## src/rtl/sar_search_ctrl_if.sv

```systemverilog
// Comparator-side bundle for the SAR controller: start request, lt/gt/eq answers in; trial value and search results out.
interface sar_search_ctrl_if #(
  parameter int WIDTH = 4
);
  localparam int SW = $clog2(WIDTH + 1);

  logic             start;
  logic             A_lt_B;
  logic             A_gt_B;
  logic             A_eq_B;
  logic [WIDTH-1:0] guess;
  logic             busy;
  logic             done;
  logic [WIDTH-1:0] result;
  logic             err;
  logic [SW-1:0]    steps;

  modport master (
    input  start, A_lt_B, A_gt_B, A_eq_B,
    output guess, busy, done, result, err, steps
  );

  modport slave (
    output start, A_lt_B, A_gt_B, A_eq_B,
    input  guess, busy, done, result, err, steps
  );
endinterface

```

## src/rtl/sar_search_ctrl.sv

```systemverilog
// Successive-approximation search, MSB first, over a lt/gt/eq comparator; SAR_EARLY_EXIT_EN ends a search on a legal eq.
// One trial per cycle, done pulses WIDTH+1 cycles after start; start is only accepted while idle.
module sar_search_ctrl #(
  parameter int WIDTH = 4
) (
  input logic               clk,
  input logic               reset,
  sar_search_ctrl_if.master bus
);
  localparam int KW = $clog2(WIDTH);
  localparam int SW = $clog2(WIDTH + 1);

`ifdef SAR_EARLY_EXIT_EN
  localparam bit EARLY_EXIT = 1'b1;
`else
  localparam bit EARLY_EXIT = 1'b0;
`endif

  typedef enum logic [1:0] {
    S_IDLE,
    S_TRIAL,
    S_DONE
  } state_t;

  state_t           state;
  state_t           state_nx;
  logic [WIDTH-1:0] guess_q;
  logic [WIDTH-1:0] guess_nx;
  logic [WIDTH-1:0] result_q;
  logic [WIDTH-1:0] result_nx;
  logic [KW-1:0]    k_q;
  logic [KW-1:0]    k_nx;
  logic [SW-1:0]    steps_q;
  logic [SW-1:0]    steps_nx;
  logic             err_q;
  logic             err_nx;

  logic [WIDTH-1:0] bit_k;
  logic [WIDTH-1:0] decided;
  logic             code_ok;

  assign bit_k = {{(WIDTH-1){1'b0}}, 1'b1} << k_q;

  // Target below the trial value means bit k of the target is 0.
  assign decided = bus.A_lt_B ? (guess_q & ~bit_k) : guess_q;

  assign code_ok = (bus.A_lt_B ^ bus.A_gt_B ^ bus.A_eq_B) &
                   ~(bus.A_lt_B & bus.A_gt_B & bus.A_eq_B);

  always_ff @(posedge clk or posedge reset) begin
    if (reset) begin
      state <= S_IDLE;
    end else begin
      state <= state_nx;
    end
  end

  always_ff @(posedge clk or posedge reset) begin
    if (reset) begin
      guess_q  <= '0;
      result_q <= '0;
      k_q      <= '0;
      steps_q  <= '0;
      err_q    <= 1'b0;
    end else begin
      guess_q  <= guess_nx;
      result_q <= result_nx;
      k_q      <= k_nx;
      steps_q  <= steps_nx;
      err_q    <= err_nx;
    end
  end

  always_comb begin
    state_nx  = state;
    guess_nx  = guess_q;
    result_nx = result_q;
    k_nx      = k_q;
    steps_nx  = steps_q;
    err_nx    = err_q;

    unique case (state)
      S_IDLE: begin
        if (bus.start) begin
          state_nx = S_TRIAL;
          guess_nx = {1'b1, {(WIDTH-1){1'b0}}};
          k_nx     = KW'(WIDTH - 1);
          steps_nx = '0;
          err_nx   = 1'b0;
        end
      end

      S_TRIAL: begin
        steps_nx = steps_q + 1'b1;
        if (!code_ok) begin
          err_nx    = 1'b1;
          result_nx = '0;
          state_nx  = S_DONE;
        end else if (EARLY_EXIT && bus.A_eq_B) begin
          result_nx = guess_q;
          state_nx  = S_DONE;
        end else if (k_q != '0) begin
          guess_nx = decided | (bit_k >> 1);
          k_nx     = k_q - 1'b1;
        end else begin
          guess_nx  = decided;
          result_nx = decided;
          state_nx  = S_DONE;
        end
      end

      S_DONE: begin
        state_nx = S_IDLE;
      end

      default: begin
        state_nx = S_IDLE;
      end
    endcase
  end

  assign bus.guess  = guess_q;
  assign bus.result = result_q;
  assign bus.steps  = steps_q;
  assign bus.err    = err_q;
  assign bus.busy   = (state == S_TRIAL);
  assign bus.done   = (state == S_DONE);

  // During a trial only the bits above k are decided and bit k is the probe.
  a_low_bits_clear: assert property (@(posedge clk) disable iff (reset)
    (state == S_TRIAL) |-> ((guess_q & (bit_k - 1'b1)) == '0));

  a_probe_bit_set: assert property (@(posedge clk) disable iff (reset)
    (state == S_TRIAL) |-> ((guess_q & bit_k) != '0));

  a_steps_bounded: assert property (@(posedge clk) disable iff (reset)
    steps_q <= SW'(WIDTH));

endmodule

```

## src/flat_wrapper.sv

```systemverilog
// flat-port wrapper written by rule: the top's interface ports become plain ports
module sar_search_ctrl_flat 
#(
  parameter int WIDTH = 4
)
  (clk, reset, bus_start, bus_A_lt_B, bus_A_gt_B, bus_A_eq_B, bus_guess, bus_busy, bus_done, bus_result, bus_err, bus_steps);
  sar_search_ctrl_if #(.WIDTH(WIDTH)) bus_i ();
  input logic clk;
  input logic reset;
  input wire logic [$bits(bus_i.start)-1:0] bus_start;
  input wire logic [$bits(bus_i.A_lt_B)-1:0] bus_A_lt_B;
  input wire logic [$bits(bus_i.A_gt_B)-1:0] bus_A_gt_B;
  input wire logic [$bits(bus_i.A_eq_B)-1:0] bus_A_eq_B;
  output wire logic [$bits(bus_i.guess)-1:0] bus_guess;
  output wire logic [$bits(bus_i.busy)-1:0] bus_busy;
  output wire logic [$bits(bus_i.done)-1:0] bus_done;
  output wire logic [$bits(bus_i.result)-1:0] bus_result;
  output wire logic [$bits(bus_i.err)-1:0] bus_err;
  output wire logic [$bits(bus_i.steps)-1:0] bus_steps;
  assign bus_i.start = bus_start;
  assign bus_i.A_lt_B = bus_A_lt_B;
  assign bus_i.A_gt_B = bus_A_gt_B;
  assign bus_i.A_eq_B = bus_A_eq_B;
  assign bus_guess = bus_i.guess;
  assign bus_busy = bus_i.busy;
  assign bus_done = bus_i.done;
  assign bus_result = bus_i.result;
  assign bus_err = bus_i.err;
  assign bus_steps = bus_i.steps;
  sar_search_ctrl #(.WIDTH(WIDTH)) u_core (.clk(clk), .reset(reset), .bus(bus_i));
endmodule
```

## config.mk

```make
export PLATFORM = sky130hd
export DESIGN_NAME = sar_search_ctrl_flat
export DESIGN_NICKNAME = d
export VERILOG_FILES = /design/src/rtl/sar_search_ctrl_if.sv /design/src/rtl/sar_search_ctrl.sv /design/src/flat_wrapper.sv
export SDC_FILE = /design/constraint.sdc
export NUM_CORES = 1
export LEC_CHECK = 0
export ABC_AREA = 1
export BUFFER_PORTS_ARGS = -buffer_cell sky130_fd_sc_hd__buf_4
export CORE_MARGIN = 4
export CORE_UTILIZATION = 46
export DETAILED_ROUTE_END_ITERATION = 10
export PLACE_DENSITY = 0.72
export SLEW_MARGIN = 15
export SYNTH_ARGS = -nofsm -noshare
export SYNTH_HDL_FRONTEND = slang
export SYNTH_SLANG_ARGS = --single-unit
```

## constraint.sdc

```tcl
create_clock -name clk -period 1.2 [get_ports clk]
set_clock_uncertainty 0.05 [all_clocks]
set_input_delay 0.24 -clock clk [delete_from_list [all_inputs] [get_ports clk]]
set_output_delay 0.24 -clock clk [all_outputs]
set_load 0.05 [all_outputs]
```

==> results.md, run 1 <==
* Total instance count after detailed placement at between 150 and 200
* Share of the synthesized area in the top cell type at 45.52%
* Layout overhead on the synthesized area at 70.27%
* Clock tree root driver cell: sky130_fd_sc_hd__clkbuf_4
* Slowest Stage Delay on Critical Path at approximately 400 ps
* GRT Util Overall at between 10% and 20%
* Violated checks: setup timing
* Largest family of logic cells by synthesized area: simple AND/OR/NAND/NOR gates
* Number of sinks on the clock net at 16
* Smallest setup slack after layout at -138.9 ps
* Number of antenna violations at the first check in global routing at 0
* Commonest register cell after synthesis: sky130_fd_sc_hd__dfrtp_1
* Clock tree from TritonCTS: yes
* Tmin final at about 1300 ps
* Starting utilization of the core area at between 40% and 50%
* Relative slew slack at a little under nine tenths
* CP arrival at between 1000 and 1500 ps
* Worst-Margin Slew at between 200 and 250 ps
* Critical path endpoint category: output port
* Clock buffers created by TritonCTS at 3
* First-pass GRT wire length at around 3800 um
* Leakage power at approximately 0.76 nW
* Hold Startpoint: bus_start
* Worst-skew pair later-pin latency at ~290 ps
* Total power density per cell area at a little under 3000 mW/mm^2
* Net count reported at finish at 170
* Worst hold path type: primary input to flip-flop
* Detailed placer's ending HPWL at roughly 1500 um
* Worst vdd ir at ~2000 uV
* Buffers & Inverters on Critical Path at 3
* Flop-to-flop setup slack at -90 ps
* Core outline area at approximately 0.0018 sq mm
* Area leader, netlist: sky130_fd_sc_hd__dfrtp_1
* RSZ-0062 raised after global routing: true
* Site Rows at 15
* Unique cell type count in the Yosys netlist at 13
* Cell types occupying the most area after synthesis: sky130_fd_sc_hd__dfrtp_1, sky130_fd_sc_hd__nand2_1, sky130_fd_sc_hd__ha_1, sky130_fd_sc_hd__nand3_1, sky130_fd_sc_hd__a21oi_1
* RePlAce Congestion at 0.7604
* Layout cells sized above 1 at between 50% and 60%
* X dimension of the die at 51.73 um
* Origin of the critical flop-to-flop path: u_core.state[1]
* Share of the clock period used by the worst path after layout at 111.6%
* Number of synthesized flops with an enable pin at 0
* Total congestion overflow at 0
* Number of antenna-violating nets in the routed design at 0
* Type of the setup path with the least slack: flip-flop to output port
* Status: finished, violations left
* Initial DRC count at 20
* Leading cell type by number of instances after synthesis: sky130_fd_sc_hd__nand2_1
* Compound-cell area share of the yosys netlist at under 10%
* Level count of the clock H-tree at 1
* Count of warnings emitted by yosys at 0
* Finished Core Util at 84.89%
* Commonest cells in the synthesized netlist: sky130_fd_sc_hd__nand2_1, sky130_fd_sc_hd__dfrtp_1, sky130_fd_sc_hd__nand3_1
* Count of input and output buffers at 19
* Share of flip-flops with an asynchronous set or reset at 100.0%
* End point of the most critical hold path: u_core.bus.steps[1]
* Fill cell count at 110
* Worst hold path cell count at 4
* Remaining DRCs at 0
* Critical path's slowest cell: sky130_fd_sc_hd__dfrtp_1
* Via count at between 900 and 1k
* Simple-Gate Fraction of Synth Area at between 30% and 40%
* Avg Inst Size Synth at around 8 sq um
* Register area share after synthesis at a little under half
* Register Area at ~400 sq um
* I/O pin total at 20
* Cell area after synthesis at 879.6 sq um
* Critical R2R Capture: u_core.k_q[1]
* Vertical die dimension at approximately 52 um
* Post-Syn Instances at 110
* Mux contribution to synthesized area at 0%
* Total Die Area at 0.002676 sq mm
* Count of TritonRoute iterations in the first routing pass at 6
* Share of the synthesized netlist area taken by xor and xnor gates at 0%
* Setup crit start kind: flip-flop
* Vias in the first global route at around 860
* Ordered cell list for the critical path: inv_2 -> nand2_4 -> inv_4 -> buf_8
* Number of synthesized register bits at 16
* Final-report hold violation count at 0
* Per-cell via count in the routed design at 5.165
* Diode insertion count for antenna repair at 0
* Top achievable clock speed at around 750 MHz
* Max Buffers Root-to-Sink at 2
* Max-cap violations at 0
* Count of endpoints failing setup in the final report at 10
* Adder-cell share of the synthesized area at between 8 and 9%
* Drt total wl at ~2700 um
* Top cell family by delay on the critical path: flip-flops
* Max Transition Viols Final at 0
* Footprint of the multi-input gates at about 620 sq um
* Largest net degree at the start of global routing at 17
* Clock-pin slew on the worst setup and hold paths at 110 ps
* Length in cells of the worst reg-to-reg path at 6
* CP required at 910 ps
* Biggest fanout along the worst timing path at 3
* Post-route non-filler standard cell count at about 180
* Mean routed wirelength per cell at around 15 um
* Number of nets in the synthesized netlist at 122
worst reg2reg max path: stages, from the launching register on:
cell	delay [ps]
sky130_fd_sc_hd__dfrtp_1	400
sky130_fd_sc_hd__inv_2	100
sky130_fd_sc_hd__buf_4	130
sky130_fd_sc_hd__nand2_4	70
sky130_fd_sc_hd__or2_4	290
sky130_fd_sc_hd__nand3_1	90
sky130_fd_sc_hd__nand2_1	60
placed cells by master, fill, tap and decap left out, types with 2 or more instances in the layout:
cell type / Yosys / routed
sky130_fd_sc_hd__dfrtp_2: 0 / 3
sky130_fd_sc_hd__nand3_1: 12 / 11
sky130_fd_sc_hd__ha_4: 0 / 5
sky130_fd_sc_hd__a21oi_1: 9 / 7
sky130_fd_sc_hd__nand3_4: 1 / 3
sky130_fd_sc_hd__inv_1: 10 / 5
sky130_fd_sc_hd__buf_4: 0 / 31
sky130_fd_sc_hd__clkbuf_4: 0 / 3
sky130_fd_sc_hd__nand2_2: 5 / 12
sky130_fd_sc_hd__nand2_4: 0 / 7
sky130_fd_sc_hd__nor2_2: 0 / 2
sky130_fd_sc_hd__inv_2: 0 / 4
sky130_fd_sc_hd__nand2_1: 43 / 28
sky130_fd_sc_hd__inv_4: 1 / 2
sky130_fd_sc_hd__dfrtp_1: 16 / 13
sky130_fd_sc_hd__a21oi_2: 0 / 2
sky130_fd_sc_hd__buf_6: 0 / 10
timing repair:
item / CTS / global route
setup endpoints to repair: 13 / 27
cloned: 0 / 0
gates resized for setup: 23 / 30
setup buffers: 4 / 9
pin swaps: 8 / 8
hold endpoints to repair: 16 / 0
hold buffers: 1 / 0
worst max-delay path by stage:
stage	from	endpoint	slack, ps	cells after the start
finish	u_core.state[1]	bus_busy	-140	4
global route	u_core.state[1]	bus_busy	-180	4
CTS	u_core.state[1]	bus_busy	-120	4
detailed placement	bus_A_lt_B	u_core.k_q[1]	-160	9
global placement	bus_A_lt_B	u_core.k_q[0]	-140	9
floorplan	u_core.state[0]	u_core.bus.result[0]	30	6
routing by layer:
metal	track usage (%)	share of wire [%]	up-vias
met2	35.81	53	35
met1	22.64	41	451
met4	7.424	2.0	0
met3	3.725	4.3	6
met5	0	0	-
li1	-	-	448
state kept, by name, summed over array words and instances (netlist names):
| signal | count |
|---|---|
| u_core.state | 2 |
| u_core.k_q | 2 |
| u_core.bus.err | 1 |
| u_core.bus.guess | 4 |
| u_core.bus.steps | 3 |
| u_core.bus.result | 4 |
power by group:
part	switching, mW	internal (mW)	total, mW
clock	0.180	0.129	0.309
sequential	0.185	0.775	0.960
combinational	1.87	1.28	3.15
stage by stage:
stage	setup WS [ps]	TNS [ps]	power (mW)	area (sq um)	hold slack, ps
finish	-138.9	-777.7	4.415	1498	239.2
global route	-175.3	-1434	4.691	1498	245.7
CTS	-115.7	-244.7	3.812	1323	271.6
detailed placement	-163.0	-1125	3.128	1169	218.4
global placement	-139.4	-870.6	3.081	1169	216.6
floorplan	27.89	0	2.420	919.6	103.6
logic make-up after synthesis:
family,Yosys count
AO/OA/AOI/OAI,10
adder cells (fa/ha/maj),6
buffers and inverters,11
flip-flops,16
AND/OR/NAND/NOR,67
cell type report:
class / instances / area share [%]
well taps: 25 / 2.089
repair buffers: 43 / 24.73
inverters: 11 / 3.091
flip-flops and latches: 16 / 26.98
multi-input cells: 83 / 41.35
clock buffers: 4 / 1.754
(Power assumes the default switching activity.)
==> run 2, diff against run 1 <==
- ABC_AREA: 1 -> default
- CORE_UTILIZATION: 46 -> 47
- PLACE_DENSITY: 0.72 -> 0.83
==> run 2 against run 1 <==
Against the previous run:
- the run now fails in global routing (5_1_grt)
- synthesized cell count down 25%
- area after synthesis increased by 1.7%
==> results.md, run 2 <==
* Status: aborted with a tool error
* Stage reached: global routing (5_1_grt)
* Error that halted the flow: [ERROR DPL-0033] detailed placement checks failed during check placement.
* Cell area after synthesis at 894.6 sq um (+1.7%)
* Max Buffers Root-to-Sink at 2 (unchanged)
* Share of flip-flops with an asynchronous set or reset at 100.0% (unchanged)
* Number of synthesized register bits at 16 (unchanged)
* Commonest register cell after synthesis: sky130_fd_sc_hd__dfrtp_1
* Largest net degree at the start of global routing at 17
* Number of synthesized flops with an enable pin at 0 (unchanged)
* Avg Inst Size Synth at 10.78 sq um (+35%)
* Unique cell type count in the Yosys netlist at 32 (+19)
* Level count of the clock H-tree at 1 (unchanged)
* Kind of the worst endpoint: sequential cell input
* Starting utilization of the core area at 50.71% (+0.85 points)
* RePlAce Congestion at 0.8658 (+14%)
* Worst-slack endpoint at the end of global-route timing repair: u_core.bus.guess[0]$_DFFE_PP0P_/D
* Clock buffers created by TritonCTS at 3 (unchanged)
* Area leader, netlist: sky130_fd_sc_hd__dfrtp_1
* Number of nets in the synthesized netlist at 95 (-22%)
* Count of input and output buffers at 19 (unchanged)
* Commonest cells in the synthesized netlist: sky130_fd_sc_hd__dfrtp_1, sky130_fd_sc_hd__inv_1, sky130_fd_sc_hd__nand2_1
* Detailed placer's ending HPWL at 1812 um (+18%)
* Clock tree root driver cell: sky130_fd_sc_hd__clkbuf_4
* I/O pin total at 20 (unchanged)
* Share of the synthesized area in the top cell type at 44.76% (-0.76 points)
* Leading cell type by number of instances after synthesis: sky130_fd_sc_hd__dfrtp_1
* Cell types occupying the most area after synthesis: sky130_fd_sc_hd__dfrtp_1, sky130_fd_sc_hd__ha_1, sky130_fd_sc_hd__inv_1, sky130_fd_sc_hd__mux2i_1, sky130_fd_sc_hd__nand2_1
* Post-Syn Instances at 83 (-25%)
* Vertical die dimension at 51.63 um (-0.19%)
* Register area share after synthesis at 44.76% (-0.76 points)
* X dimension of the die at 51.63 um (-0.19%)
* Count of warnings emitted by yosys at 0 (unchanged)
* Number of sinks on the clock net at 16 (unchanged)
* Number of antenna violations at the first check in global routing at 0
* Site Rows at 15 (unchanged)
==> run 2: cell count changes after synthesis, moves of 3 or more <==
cell / previous run / this run
sky130_fd_sc_hd__nand2_2: 5 / 0
sky130_fd_sc_hd__nand2b_1: 0 / 3
sky130_fd_sc_hd__a22o_1: 0 / 3
sky130_fd_sc_hd__a21oi_1: 9 / 0
sky130_fd_sc_hd__nand3_1: 12 / 0
sky130_fd_sc_hd__mux2i_1: 0 / 3
sky130_fd_sc_hd__o211ai_1: 0 / 3
sky130_fd_sc_hd__nand2_1: 43 / 7
sky130_fd_sc_hd__o21ai_0: 0 / 3
sky130_fd_sc_hd__and3_1: 0 / 3
==> run 2: through the flow <==
stage	hold WS (ps)	std cells	area (sq um)	setup slack [ps]
after floorplan	103.6	83	948.4	-371.0
after global placement	212.2	147	1271	-506.4
after detailed placement	215.4	147	1271	-540.4
after CTS	243.8	163	1540	-236.2
==> run 2: repair_timing <==
item	4_1_cts
hold buffers	1
endpoints found under the hold margin	16
resized for setup	36
setup endpoints to repair	23
pin swaps	5
buffers inserted	11
==> run 2: logic make-up after synthesis <==
family                   count (synthesis)  share of synthesized area [%]
adder cells (fa/ha/maj)                  6                          8.391
buffers and inverters                   11                          4.895
multiplexers                             4                          4.615
AND/OR/NAND/NOR                         22                          14.55
AO/OA/AOI/OAI                           24                          22.80
flip-flops                              16                          44.75
==> run 3, diff against run 2 <==
- CORE_AREA: default -> 4 4 65 67
- CORE_MARGIN: 4 -> default
- CORE_UTILIZATION: 47 -> default
- DIE_AREA: default -> 0 0 69 71
- PLACE_DENSITY: 0.83 -> default
- PLACE_DENSITY_LB_ADDON: default -> 0.15
- clock period: 1.2 -> 1.6 ns (I/O delays scaled with it)
==> run 3 against run 2 <==
Against the previous run:
- the run now ends clean
- area after synthesis did not move
- synthesized cell count unchanged
==> results.md, run 3 <==
* Status: finished, final reports clean
* GRT Util Overall at 10.45%
* Instance area at placement at 0.001212 sq mm (-4.6%)
* Max Buffers Root-to-Sink at 2 (unchanged)
* Setup slack after placement at -249.9 ps (+290.5 ps)
* Post-route non-filler standard cell count at ~170
* Type of the setup path with the least slack: primary input to flip-flop
* Vias in the first global route at just over 800
* Vertical die dimension at 71 um (+38%)
* Fill cell count at approximately 380
* Clock tree from TritonCTS: yes
* Count of input and output buffers at 19 (unchanged)
* Number of antenna-violating nets in the routed design at 0
* Setup crit start kind: primary input
* Stages on worst setup path at 5
* Power share of the sequential group at 27.2%
* Layout overhead on the synthesized area at 44.34%
* Smallest setup slack after layout at between 40 and 50 ps
* Cell area after synthesis at 894.6 sq um (unchanged)
* Commonest register cell after synthesis: sky130_fd_sc_hd__dfrtp_1
* Worst-Margin Slew at roughly 570 ps
* Level count of the clock H-tree at 1 (unchanged)
* Length in cells of the worst reg-to-reg path at 3
* Cell-internal power at between 1 and 1.5 mW
* RePlAce Congestion at 0.7823 (-9.6%)
* Post-Syn Instances at 83 (unchanged)
* Hold-fix buffer count after cts at 0 (-1)
* NetSw at ~1.2 mW
* Biggest fanout along the worst timing path at 4
* Max-cap violations at 0
* Remaining DRCs at 0
* Flop-to-flop setup slack at ~90 ps
* Share of the synthesized area in the top cell type at 44.76% (unchanged)
* Total power density per cell area at 2005 mW/mm^2
* Mean routed wirelength per cell at roughly 14 um
* Initial DRC count at 14
* Number of sinks on the clock net at 16 (unchanged)
* Share of total power consumed by net switching at a little under half
* Critical path endpoint category: flip-flop
* Max Transition Viols Final at 0
* Slowest Stage Delay on Critical Path at ~400 ps
* Worst-skew pair later-pin latency at approximately 250 ps
* Per-cell via count in the routed design at about 4.5
* First-pass GRT wire length at between 4000 and 5000 um
* Clock tree root driver cell: sky130_fd_sc_hd__clkbuf_8
* Count of TritonRoute iterations in the first routing pass at 4
* Drt total wl at approximately 2300 um
* Clock buffers created by TritonCTS at 3 (unchanged)
* Count of endpoints failing setup in the final report at 0
* Final-report hold violation count at 0
* Layout cells sized above 1 at 39.50%
* Total congestion overflow at 0
* Worst vdd ir at between 500 and 600 uV
* Critical path's slowest cell: sky130_fd_sc_hd__or3b_4
* Top cell family by delay on the critical path: compound AO/OA/AOI/OAI gates
* Via count at between 700 and 800
* Tmin final at roughly 1600 ps
* CP required at ~1700 ps
* Proportion of power drawn by combinational gates at between 60% and 70%
* Number of nets in the synthesized netlist at 95 (unchanged)
* Number of synthesized flops with an enable pin at 0 (unchanged)
* Relative slew slack at between 60% and 70%
* Avg Inst Size Synth at 10.78 sq um (unchanged)
* Unique cell type count in the Yosys netlist at 32 (unchanged)
* Buffers & Inverters on Critical Path at 1
* RSZ-0062 raised after global routing: true
* Total Die Area at around 0.005 sq mm
* Leading cell type by number of instances after synthesis: sky130_fd_sc_hd__dfrtp_1
* CP arrival at roughly 1600 ps
* Cell area after layout at between 0.001 and 0.0015 sq mm
* Cell types occupying the most area after synthesis: sky130_fd_sc_hd__dfrtp_1, sky130_fd_sc_hd__ha_1, sky130_fd_sc_hd__inv_1, sky130_fd_sc_hd__mux2i_1, sky130_fd_sc_hd__nand2_1
* Site Rows at 22 (+7)
* Number of antenna violations at the first check in global routing at 0
* Detailed placer's ending HPWL at 1786 um (-1.5%)
* Largest net degree at the start of global routing at 17
* Most common library cell in the layout ignoring fill and taps: sky130_fd_sc_hd__buf_4
* Share of flip-flops with an asynchronous set or reset at 100.0% (unchanged)
* Clock-pin slew on the worst setup and hold paths at 70 ps
* Share of the clock period used by the worst path after layout at between 90% and 100%
* Diode insertion count for antenna repair at 0
* Leakage power at between 0.6 and 0.7 nW
* Total instance count after detailed placement at 163 (+11%)
* Count of warnings emitted by yosys at 0 (unchanged)
* Number of synthesized register bits at 16 (unchanged)
* X dimension of the die at 69 um (+34%)
* Commonest cells in the synthesized netlist: sky130_fd_sc_hd__dfrtp_1, sky130_fd_sc_hd__inv_1, sky130_fd_sc_hd__nand2_1
* I/O pin total at 20 (unchanged)
* Most frequent cells in the layout: sky130_fd_sc_hd__buf_4, sky130_fd_sc_hd__dfrtp_1, sky130_fd_sc_hd__inv_1, sky130_fd_sc_hd__nand2_1, sky130_fd_sc_hd__ha_1
* Ordered cell list for the critical path: buf_4 -> ha_4 -> or3b_4 -> a31o_4 -> a221o_1
* Core outline area at 0.003633 sq mm
* Top achievable clock speed at between 600 and 700 MHz
* Register area share after synthesis at 44.76% (unchanged)
* Net count reported at finish at around 130
* Area leader, netlist: sky130_fd_sc_hd__dfrtp_1
* Worst hold path type: primary input to asynchronous set/reset pin
* Part of the power in the clock network at approximately an eighth
* Starting utilization of the core area at 24.62% (-26 points)
[run 3: cell counts after synthesis]
Identical to the previous run, type by type.
[run 3: worst min-delay path, cell delays in order]
cell and delay [ps]:
sky130_fd_sc_hd__buf_4 110, sky130_fd_sc_hd__inv_1 40, sky130_fd_sc_hd__buf_4 240
[run 3: path summary, 6_finish.rpt]
check | endpoint | startpoint
min reg2reg | u_core.bus.err | u_core.bus.err
min in group clk | u_core.bus.err | bus_start
max in group asynchronous | u_core.k_q[1] | reset
min | u_core.state[1] | reset
max reg2reg | u_core.bus.guess[1] | u_core.state[1]
max | u_core.bus.guess[1] | bus_A_lt_B
[run 3: logic make-up after synthesis]
logic type | synth area share, %
and+or+nand+nor | 14.55
muxes | 4.615
buffers and inverters | 4.895
AOI/OAI and AO/OA | 22.80
DFF | 44.75
adders and majority gates | 8.391
[run 3: metrics by stage]
| step | utilization, % | TNS (ps) | power, mW | hold slack, ps |
|---|---|---|---|---|
| after CTS | 34.81 | 0 | 2.583 | 39.94 |
| final | 35.54 | 0 | 2.589 | 31.65 |
| after floorplan | - | -128.6 | 1.695 | 183.7 |
| after detailed placement | 33.37 | -1660 | 2.226 | 307.5 |
| after global placement | 33.37 | -1388 | 2.218 | 303.1 |
| after global routing | 35.54 | -6.456 | 2.783 | 60.87 |
[run 3: power by group through the flow]
stage | Sequential, mW | Combinational (mW) | Clock [mW]
global placement | 0.711 | 1.51 | 0
detailed placement | 0.710 | 1.52 | 0
global route | 0.729 | 1.71 | 0.340
CTS | 0.704 | 1.56 | 0.323
floorplan | 1.08 | 0.620 | 0
finish | 0.704 | 1.58 | 0.309
[run 3: layout make-up]
class,count,area (sq um),area share (%)
clock buffer,3,41.29,3.198
inverter,9,33.78,2.616
multi-input combinational,56,485.5,37.60
sequential,16,400.4,31.01
tap,48,60.06,4.651
timing repair buffer,35,270.3,20.93
[run 3: repair_timing]
| action | CTS | global route |
|---|---|---|
| endpoints found under the setup margin | 1 | 5 |
| gates resized for setup | 2 | 4 |
| pin swaps | 0 | 1 |
| setup buffers | 1 | 0 |
[run 3: per-layer routing]
| layer | part of all wire, % | GRT usage, % | up-vias |
|---|---|---|---|
| met2 | 48 | 17.27 | 11 |
| met1 | 48 | 13.26 | 359 |
| met3 | 3.0 | 1.989 | 2 |
| met5 | 0 | 0 | - |
| li1 | - | - | 380 |
| met4 | 0.96 | 4.555 | 0 |
